### src/rtl/if_fetch_stage.sv
// Instruction-fetch stage: owns the program counter, addresses the
// combinational instruction ROM and loads the IF/ID pipeline register.
// Per-edge priority: reset, branch redirect, freeze, end-of-program, fetch.
module if_fetch_stage #(
   parameter logic [31:0] RESET_PC  = 32'd0,
   parameter logic [31:0] LAST_ADDR = 32'd68,
   parameter int          CNT_W     = 16
) (
   input  logic             clk,
   input  logic             rst,
   input  logic             freeze,
   input  logic             branch_taken,
   input  logic [31:0]      branch_addr,
   output logic [31:0]      imem_addr,
   input  logic [31:0]      imem_rdata,
   output logic [31:0]      if_id_pc,
   output logic [31:0]      if_id_instr,
   output logic             if_id_valid,
   output logic             prog_done,
   output logic [CNT_W-1:0] fetch_count
);

   logic [31:0]      r_pc;
   logic [31:0]      r_ifIdPc;
   logic [31:0]      r_ifIdInstr;
   logic             r_ifIdValid;
   logic [CNT_W-1:0] r_fetchCount;

   logic [31:0]      w_pcPlus4;
   logic [31:0]      w_branchTarget;
   logic             w_progDone;
   logic [CNT_W-1:0] w_countNext;

   // Next sequential PC wraps modulo 2^32; branch targets are word-aligned
   // by dropping the low two bits rather than flagging misalignment.
   assign w_pcPlus4      = r_pc + 32'd4;
   assign w_branchTarget = {branch_addr[31:2], 2'b00};

   // Once the PC runs beyond the last instruction the ROM contents are
   // undefined, so fetch stops until a branch brings the PC back in range.
   assign w_progDone = (r_pc > LAST_ADDR);

   // The retired-fetch counter sticks at all-ones instead of wrapping.
   assign w_countNext = (r_fetchCount == {CNT_W{1'b1}}) ? r_fetchCount
                                                         : r_fetchCount + 1'b1;

   // PC and IF/ID register update, with the redirect/stall/stop priorities.
   always_ff @(posedge clk or posedge rst) begin
      if (rst) begin
         r_pc         <= RESET_PC;
         r_ifIdPc     <= 32'd0;
         r_ifIdInstr  <= 32'd0;
         r_ifIdValid  <= 1'b0;
         r_fetchCount <= '0;
      end else if (branch_taken) begin
         r_pc         <= w_branchTarget;
         r_ifIdInstr  <= 32'd0;
         r_ifIdValid  <= 1'b0;
      end else if (freeze) begin
         r_pc         <= r_pc;
      end else if (w_progDone) begin
         r_ifIdInstr  <= 32'd0;
         r_ifIdValid  <= 1'b0;
      end else begin
         r_pc         <= w_pcPlus4;
         r_ifIdPc     <= w_pcPlus4;
         r_ifIdInstr  <= imem_rdata;
         r_ifIdValid  <= 1'b1;
         r_fetchCount <= w_countNext;
      end
   end

   assign imem_addr   = r_pc;
   assign prog_done   = w_progDone;
   assign if_id_pc    = r_ifIdPc;
   assign if_id_instr = r_ifIdInstr;
   assign if_id_valid = r_ifIdValid;
   assign fetch_count = r_fetchCount;

endmodule

### config.mk
export PLATFORM = sky130hd
export DESIGN_NAME = if_fetch_stage
export DESIGN_NICKNAME = d
export VERILOG_FILES = /design/src/rtl/if_fetch_stage.sv
export SDC_FILE = /design/constraint.sdc
export NUM_CORES = 1
export LEC_CHECK = 0
export ABC_AREA = 1
export CAP_MARGIN = 25
export CORE_MARGIN = 2
export CORE_UTILIZATION = 23
export DETAILED_ROUTE_END_ITERATION = 10
export GPL_TIMING_DRIVEN = 1
export SLEW_MARGIN = 20
export SYNTH_ARGS = -nofsm -noshare
export SYNTH_HDL_FRONTEND = slang
export SYNTH_SLANG_ARGS = --single-unit
### constraint.sdc
create_clock -name clk -period 4.95 [get_ports clk]
set_clock_uncertainty 0.15 [all_clocks]
set_input_delay 0.99 -clock clk [delete_from_list [all_inputs] [get_ports clk]]
set_output_delay 0.99 -clock clk [all_outputs]
set_load 0.005 [all_outputs]
==> reports/qor.yml, run 1 <==
end_kind: "output port"
drive_gt1_share_pct: 4.27
die-width_um: 151
synth_seq_area_share_pct: 54.8
antenna_left: 0
cpPeakStageDelay_ns: 0.56
vias: 4503
period_share_pct: 65.6
clockBufferDepth: 2
cap_violations: 0
grt_remaining_overflow: 0
ctsRootBufferMaster: "clkbuf_16"
cts.clk_slew.worst_paths_ns: 0.07
post-route-min-period_ns: 3.25
hold_class: "register to register"
required_ns: 3.81
drt-initial-drc-count: 314
port-buffer-count: 175
worstMarginPinSlew_ns: 0.796
gp_congestion: 0.773
num_rows: 53
rsz0062_at_grt: "false"
rrSetupSlack_ns: 1.97
detail_route.vias_per_cell: 4.29
syn_to_final_growth_pct: 45.9
fin_hold_ws_ns: 0.317
layoutNonFillerInstCount: 1049
min_path_cells: 2
hold_viol: 0
arrival_ns: 2.11
grt_pass1_vias: 4275
htree_levels: 3
antenna_found_initial: 1
synth-main-ff-cell: "dfrtp_1"
post-cts-setup-buffer-count: 0
wl_per_cell_um: 14.4
cp-start-kind: "register"
synth_warnings: 0
layout_setup_ws_ns: 1.70
cts_tree: "built"
synth_edf_count: 0
cts_resized: 0
status: "complete, no violations"
critical_path_class: "register to output port"
synthArstFlopShare_pct: 100
io_pins: 182
crit_slowest_cell: "clkdlybuf4s50_1"
firstDrtPassIters: 6
drt-total-wl_um: 15100
p_leak_uw: 0.00359
post_synth.cell_area_avg_sq_um: 8.18
powerDensity_mw_per_mm2: 256
fp.dieArea_sq_mm: 0.0228
ff2ff_path_depth: 12
syn-cell-area_sq_mm: 0.00497
nets: 841
grt_usage_pct: 13.3
synthCells: 608
layout_commonest_cell: "nand2_1"
die_h_um: 151
maxSlewViolCount: 0
placed_area_sq_mm: 0.00698
final_cell_mix: "nand2_1, clkdlybuf4s50_1, dfrtp_1, nand4_1, nand3_1"
dpl.hpwl_um: 10500
drc_errors: 0
setup_viol: 0
core_sq_mm: 0.0212
dp_slack_ns: 1.38
cts_made_buffers: 9
path_cells: "inv_1 -> ha_1 -> inv_1 -> nand2_1 -> nand2_1 -> a21oi_1 -> nand3_1 -> clkdlybuf4s50_1"
grt_pass1_wl_um: 23400
crit_fanout: 7
synth_cell_types: 24
setup_tns_ns: 0
fmax_mhz: 308
fillerInstances: 2188
vdd_drop_max_mv: 0.145
start_util_pct: 23.5
postCtsHoldBufs: 0
grt_max_degree: 49
clk_latency_ns: 0.36
slew_headroom_pct: 46.9
ys_seq_elements: 109
clock_sinks: 109
numPlacedInstances: 1033
design_area_sq_mm: 0.00726
worst paths after layout:
| path | startpoint | end |
|---|---|---|
| setup reg to reg | imem_addr[2]$_DFFE_PP0P_ | imem_addr[18]$_DFFE_PP0P_ |
| setup / recovery | imem_addr[2]$_DFFE_PP0P_ | prog_done |
| max in group asynchronous | rst | imem_addr[15]$_DFFE_PP0P_ |
| hold reg to reg | if_id_pc[20]$_DFFE_PP0P_ | if_id_pc[20]$_DFFE_PP0P_ |
| hold / removal | if_id_pc[20]$_DFFE_PP0P_ | if_id_pc[20]$_DFFE_PP0P_ |
| min in group asynchronous | rst | if_id_pc[16]$_DFFE_PP0P_ |
report_power, final:
group | switching, uW | internal (uW) | total [uW]
sequential | 25.8 | 913 | 939
combinational | 103 | 112 | 215
clock | 355 | 348 | 703
total | 483 | 1370 | 1860
layer usage:
| metal | track usage [%] | vias to the layer above | part of all wire [%] |
|---|---|---|---|
| met5 | 0 | - | 0 |
| met4 | 5.23 | 0 | 1.6 |
| met3 | 3.25 | 14 | 5.6 |
| met2 | 22.3 | 108 | 49 |
| met1 | 16.4 | 2127 | 44 |
| li1 | - | 2254 | - |
layout make-up:
type	count	area, sq um	share of cell area (%)
flip-flops and latches	109	2730	37.6
multi-input cells	418	1910	26.3
repair buffers	183	1820	25.1
well taps	275	344	4.74
clock buffers	10	229	3.16
inverters	48	183	2.52
clock inverters	5	45.0	0.621
diodes	1	2.50	0.0345
metrics by stage:
step	total power [uW]	util, %
2_1_floorplan	1040	-
4_1_cts	1900	34.3
3_3_place_gp	1170	32.9
3_5_place_dp	1180	33.0
5_1_grt	1940	34.3
6_report	1860	34.3
worst max-delay path, delay by kind of cell, from the launching register on:
kind	cells	cell delay, ns
buf+inv	3	0.71
flops	1	0.48
simple gates	3	0.27
fa+ha+maj	1	0.21
compound gates	1	0.08
synth_stat cells (6+ instances only):
master / instances / share of area (%)
nand4_1: 54 / 6.8
nand3_1: 51 / 5.1
clkbuf_1: 12 / 0.91
nor2_1: 37 / 2.8
nand2_1: 244 / 18
inv_1: 46 / 3.5
dfrtp_1: 109 / 55
buf_1: 6 / 0.45
buf_2: 13 / 1.3
xor2_1: 6 / 1.1
cell families (layout without fill, tap and decap cells):
group                      count (synthesis)  after routing  share of synthesized area, %
other                                      1              5                        0.0754
DFF                                      109            109                          54.8
adders and majority gates                  4              4                          1.01
AOI/OAI and AO/OA                          4              4                         0.402
buffers and inverters                     84            246                          7.12
xor gates and xnor gates                  10             10                          1.76
and+or+nand+nor                          396            396                          34.8
flip-flops by register name, indices dropped and copies added (netlist names):
name         cells
fetch_count     16
if_id_instr     32
if_id_pc        30
if_id_valid      1
imem_addr       30
Power figures use the tool's default switching activity.
==> inputs of run 2 (changes only) <==
- clock period: 4.95 -> 3.1 ns (I/O delays scaled with it)
==> run 2 against run 1 <==
Utilization grew 0.44 points. Register-to-register slack worse by 1.3 ns. Largest cell class unchanged. Critical path depth did not move. Combinational power up 63%. Via count fell by 1.0%. Final cell count increased by 0.57%. Highest routed layer unchanged.
==> reports/qor.yml, run 2 (same netlist as run 1, synthesis figures left out) <==
layout_setup_ws_ns: 0.330  # was 1.70 ns
slew_headroom_pct: 56.2  # was 46.9%
cts.clk_slew.worst_paths_ns: 0.07  # about the same
powerDensity_mw_per_mm2: 425  # was 256 mW/mm^2
firstDrtPassIters: 4  # was 6
cap_violations: 0  # unchanged
hold_class: "register to register"  # unchanged
htree_levels: 3  # unchanged
die-width_um: 151  # unchanged
wl_per_cell_um: 14.1  # was 14.4 um
required_ns: 2.33  # was 3.81 ns
post-cts-setup-buffer-count: 0  # unchanged
largest_reg_flops: 32  # unchanged
antenna_left: 0  # unchanged
setup_tns_ns: 0  # unchanged
fin_hold_ws_ns: 0.318  # was 0.317 ns
cts_resized: 0  # unchanged
antenna_found_initial: 2  # was 1
postCtsHoldBufs: 0  # unchanged
layout_commonest_cell: "nand2_1"  # unchanged
arrival_ns: 2.00  # was 2.11 ns
rsz0062_at_grt: "false"  # unchanged
drt-total-wl_um: 14900  # was 15,100 um
cts_made_buffers: 9  # unchanged
clock_sinks: 109  # unchanged
syn_to_final_growth_pct: 47.8  # was 45.9%
maxSlewViolCount: 0  # unchanged
grt_pass1_wl_um: 23300  # was 23,400 um
end_kind: "output port"  # unchanged
grt_pass1_vias: 4290  # was 4,275
clk_latency_ns: 0.35  # was 0.36 ns
setup_viol: 0  # unchanged
drc_errors: 0  # unchanged
fmax_mhz: 361
crit_fanout: 7  # unchanged
hold_viol: 0  # unchanged
dp_slack_ns: 0.636  # was 1.38 ns
core_sq_mm: 0.0212  # unchanged
finish.utilization_pct: 34.7  # was 34.3%
grt_max_degree: 54  # was 49
nets: 846  # was 841
drt-initial-drc-count: 249  # was 314
critical_path_class: "register to output port"  # unchanged
die_h_um: 151  # unchanged
layoutNonFillerInstCount: 1055  # was 1,049
gp_congestion: 0.776  # was 0.773
period_share_pct: 89.4
drive_gt1_share_pct: 5.01  # was 4.27%
numPlacedInstances: 1038  # was 1,033
start_util_pct: 23.5  # unchanged
clockBufferDepth: 2  # unchanged
port-buffer-count: 175  # unchanged
cp-start-kind: "register"  # unchanged
vdd_drop_max_mv: 0.330  # was 0.145 mV
cts_tree: "built"  # unchanged
ctsRootBufferMaster: "clkbuf_16"  # unchanged
p_leak_uw: 0.00363  # was 0.00359 uW
vias: 4457  # was 4,503
detail_route.vias_per_cell: 4.22  # was 4.29
final_cell_mix: "nand2_1, clkdlybuf4s50_1, dfrtp_1, nand4_1, nand3_1"  # unchanged
dpl.hpwl_um: 10400  # was 10,500 um
worstMarginPinSlew_ns: 0.656  # was 0.796 ns
grt_usage_pct: 13.2  # was 13.3%
num_rows: 53  # unchanged
grt_remaining_overflow: 0  # unchanged
fp.dieArea_sq_mm: 0.0228  # unchanged
post-route-min-period_ns: 2.77
status: "complete, no violations"  # unchanged
io_pins: 182  # unchanged
[run 2: critical path, stage by stage (launching register included)]
cell and delay (ns):
dfrtp_1 0.47, inv_1 0.09, ha_1 0.20, inv_1 0.05
nand2_1 0.05, nand2_1 0.09, a21oi_1 0.07, nand3_1 0.09
clkdlybuf4s50_1 0.55
[run 2: final timing paths]
kind | startpoint | to | slack (ns) | depth (start not counted)
max | imem_addr[2]$_DFFE_PP0P_ | prog_done | 0.33 | 8
min reg2reg | if_id_pc[27]$_DFFE_PP0P_ | if_id_pc[27]$_DFFE_PP0P_ | 0.32 | 2
min | if_id_pc[27]$_DFFE_PP0P_ | if_id_pc[27]$_DFFE_PP0P_ | 0.32 | 2
min in group asynchronous | rst | if_id_pc[28]$_DFFE_PP0P_ | 0.40 | 2
max in group asynchronous | rst | imem_addr[10]$_DFFE_PP0P_ | 1.80 | 3
max reg2reg | imem_addr[2]$_DFFE_PP0P_ | if_id_pc[10]$_DFFE_PP0P_ | 0.72 | 11
[run 2: per-stage QoR]
step | instance area, sq um | power (uW)
CTS | 7350 | 3180
global placement | 7020 | 1880
floorplan | 4990 | 1660
finish | 7350 | 3120
global route | 7350 | 3270
detailed placement | 7020 | 1880
[run 2: report_power, final]
part	switching, uW	internal [uW]	leakage [uW]
logic	166	184	0.00200
clock network	558	718	0.000151
registers	39.4	1460	0.00147
[run 2: area by class of cell]
type,count,area (sq um)
Antenna cell,1,2.50
Clock buffer,10,229
Clock inverter,6,95.1
Fill cell,2184,13800
Inverter,48,184
Multi-Input combinational cell,418,1910
Sequential cell,109,2730
Tap cell,275,344
Timing Repair Buffer,188,1860
[run 2: layer usage]
metal	global-route usage [%]	share of wire, %	up-vias
met2	21.0	47	115
met1	17.1	45	2067
met5	0	0	-
li1	-	-	2265
met3	4.01	6.4	10
met4	4.86	1.6	0
==> inputs of run 3 (changes only) <==
- ABC_CLOCK_PERIOD_IN_PS: default -> 3100
- RECOVER_POWER: default -> 100
==> run 3 against run 2 <==
Die area did not move. Utilization fell by 0.22 points. Combinational power fell by 5%. Worst setup slack got worse by 0.0019 ns. Power fell by 0.81%. First-iteration DRC count fell by 6.4%. Final area fell by 0.65%. Routed wire length fell by 0.34%. Critical endpoint unchanged. Highest routed layer unchanged.
==> reports/qor.yml, run 3 (same netlist as run 1, synthesis figures left out) <==
slew_headroom_pct: 1.15  # was 56.2%
fin_hold_ws_ns: 0.312  # was 0.318 ns
antenna_left: 0  # unchanged
fp.dieArea_sq_mm: 0.0228  # unchanged
maxSlewViolCount: 0  # unchanged
grt_max_degree: 54  # unchanged
drt-initial-drc-count: 233  # was 249
seqPwrFrac_pct: 48.3  # was 47.9%
drt-total-wl_um: 14800  # was 14,900 um
grt_usage_pct: 13.2  # unchanged
arrival_ns: 2.00  # about the same
grt_pass1_wl_um: 23300  # unchanged
syn_to_final_growth_pct: 46.8  # was 47.8%
worstMarginPinSlew_ns: 1.48  # was 0.656 ns
firstDrtPassIters: 4  # unchanged
status: "complete, no violations"  # unchanged
cts_resized: 0  # unchanged
vdd_drop_max_mv: 0.330  # about the same
htree_levels: 3  # unchanged
combPwrFrac_pct: 10.7  # was 11.2%
start_util_pct: 23.5  # unchanged
grt_remaining_overflow: 0  # unchanged
detail_route.vias_per_cell: 4.22  # about the same
crit_fanout: 7  # unchanged
sw_frac_of_total_pct: 24.4  # about the same
nets: 846  # unchanged
vias: 4452  # was 4,457
layout_commonest_cell: "nand2_1"  # unchanged
internal-power_uw: 2340  # was 2360 uW
gp_congestion: 0.776  # unchanged
rrSetupSlack_ns: 0.49  # was 0.72 ns
hold_class: "register to register"  # unchanged
clock_sinks: 109  # unchanged
power_uw: 3100  # was 3120 uW
wl_per_cell_um: 14.1  # about the same
critical_path_class: "register to output port"  # unchanged
io_pins: 182  # unchanged
crit_path_start: "imem_addr[2]$_DFFE_PP0P_"  # unchanged
die_h_um: 151  # unchanged
setup_tns_ns: 0  # unchanged
reg2reg_from: "imem_addr[2]$_DFFE_PP0P_"  # unchanged
drive_gt1_share_pct: 4.62  # was 5.01%
num_rows: 53  # unchanged
core_sq_mm: 0.0212  # unchanged
dpl.hpwl_um: 10400  # unchanged
grt_pass1_vias: 4290  # unchanged
hp-start: "if_id_pc[27]$_DFFE_PP0P_"  # unchanged
fmax_mhz: 361  # about the same
required_ns: 2.33  # about the same
port-buffer-count: 175  # unchanged
drc_errors: 0  # unchanged
finish.utilization_pct: 34.5  # was 34.7%
power_switching_uw: 756  # was 763 uW
hold_viol: 0  # unchanged
post-cts-setup-buffer-count: 0  # unchanged
post-route-min-period_ns: 2.77  # about the same
setup_viol: 0  # unchanged
p_leak_uw: 0.00393  # was 0.00363 uW
cp-start-kind: "register"  # unchanged
powerDensity_mw_per_mm2: 424  # was 425 mW/mm^2
antenna_found_initial: 2  # unchanged
period_share_pct: 89.4  # about the same
cap_violations: 0  # unchanged
die-width_um: 151  # unchanged
end_kind: "output port"  # unchanged
postCtsHoldBufs: 0  # unchanged
clk_latency_ns: 0.35  # about the same
clockBufferDepth: 2  # unchanged
cts_made_buffers: 9  # unchanged
cts.clk_slew.worst_paths_ns: 0.07  # about the same
p_clk_share_pct: 41.1  # was 40.9%
ctsRootBufferMaster: "clkbuf_16"  # unchanged
final_cell_mix: "nand2_1, dlygate4sd3_1, dfrtp_1, clkdlybuf4s50_1, nand4_1"  # was nand2_1, clkdlybuf4s50_1, dfrtp_1, nand4_1, nand3_1
cts_tree: "built"  # unchanged
largest_reg_flops: 32  # unchanged
rsz0062_at_grt: "false"  # unchanged
## run 3: final cells by class
cell class / count / area [sq um]
inverters: 48 / 181
clock buffers: 10 / 229
well taps: 275 / 344
flip-flops and latches: 109 / 2730
diodes: 1 / 2.50
fillers: 2191 / 13900
clock inverters: 6 / 95.1
repair buffers: 188 / 1830
multi-input cells: 418 / 1890
## run 3: power groups by stage
stage | sequential [uW] | clock [uW] | combinational (uW)
after floorplan | 1520 | 0 | 139
after global placement | 1520 | 0 | 354
after detailed placement | 1520 | 0 | 356
after CTS | 1500 | 1330 | 358
after global routing | 1500 | 1380 | 372
final | 1500 | 1270 | 331
## run 3: routing by layer
layer | wire (um) | global-route usage (%) | up-vias
met1 | 6590 | 17.1 | 2065
met4 | 231 | 4.86 | 0
li1 | - | - | 2267
met5 | 0 | 0 | -
met3 | 938 | 4.01 | 10
met2 | 7080 | 21.0 | 110
## run 3: through the flow
stage | instances | cell area [sq um] | setup slack, ns
6_report | 1055 | 7300 | 0.328
5_1_grt | 1055 | 7300 | 0.137
4_1_cts | 1054 | 7350 | 0.263
3_5_place_dp | 1038 | 7020 | 0.636
3_3_place_gp | 1038 | 7020 | 0.657
2_1_floorplan | 611 | 4990 | 1.01
## run 3: critical path, cell delays in order (launching register included)
cell	delay (ns)
dfrtp_1	0.47
inv_1	0.09
ha_1	0.20
inv_1	0.05
nand2_1	0.05
nand2_1	0.09
a21oi_1	0.07
nand3_1	0.09
clkdlybuf4s50_1	0.54
## run 3: worst paths after layout
path,end,depth (start not counted)
max in group asynchronous,imem_addr[9]$_DFFE_PP0P_,3
worst max-delay path,prog_done,8
worst min register to register,if_id_pc[27]$_DFFE_PP0P_,2
worst max register to register,fetch_count[14]$_DFFE_PP0P_,12
min in group asynchronous,if_id_pc[28]$_DFFE_PP0P_,2
worst min-delay path,if_id_pc[27]$_DFFE_PP0P_,2
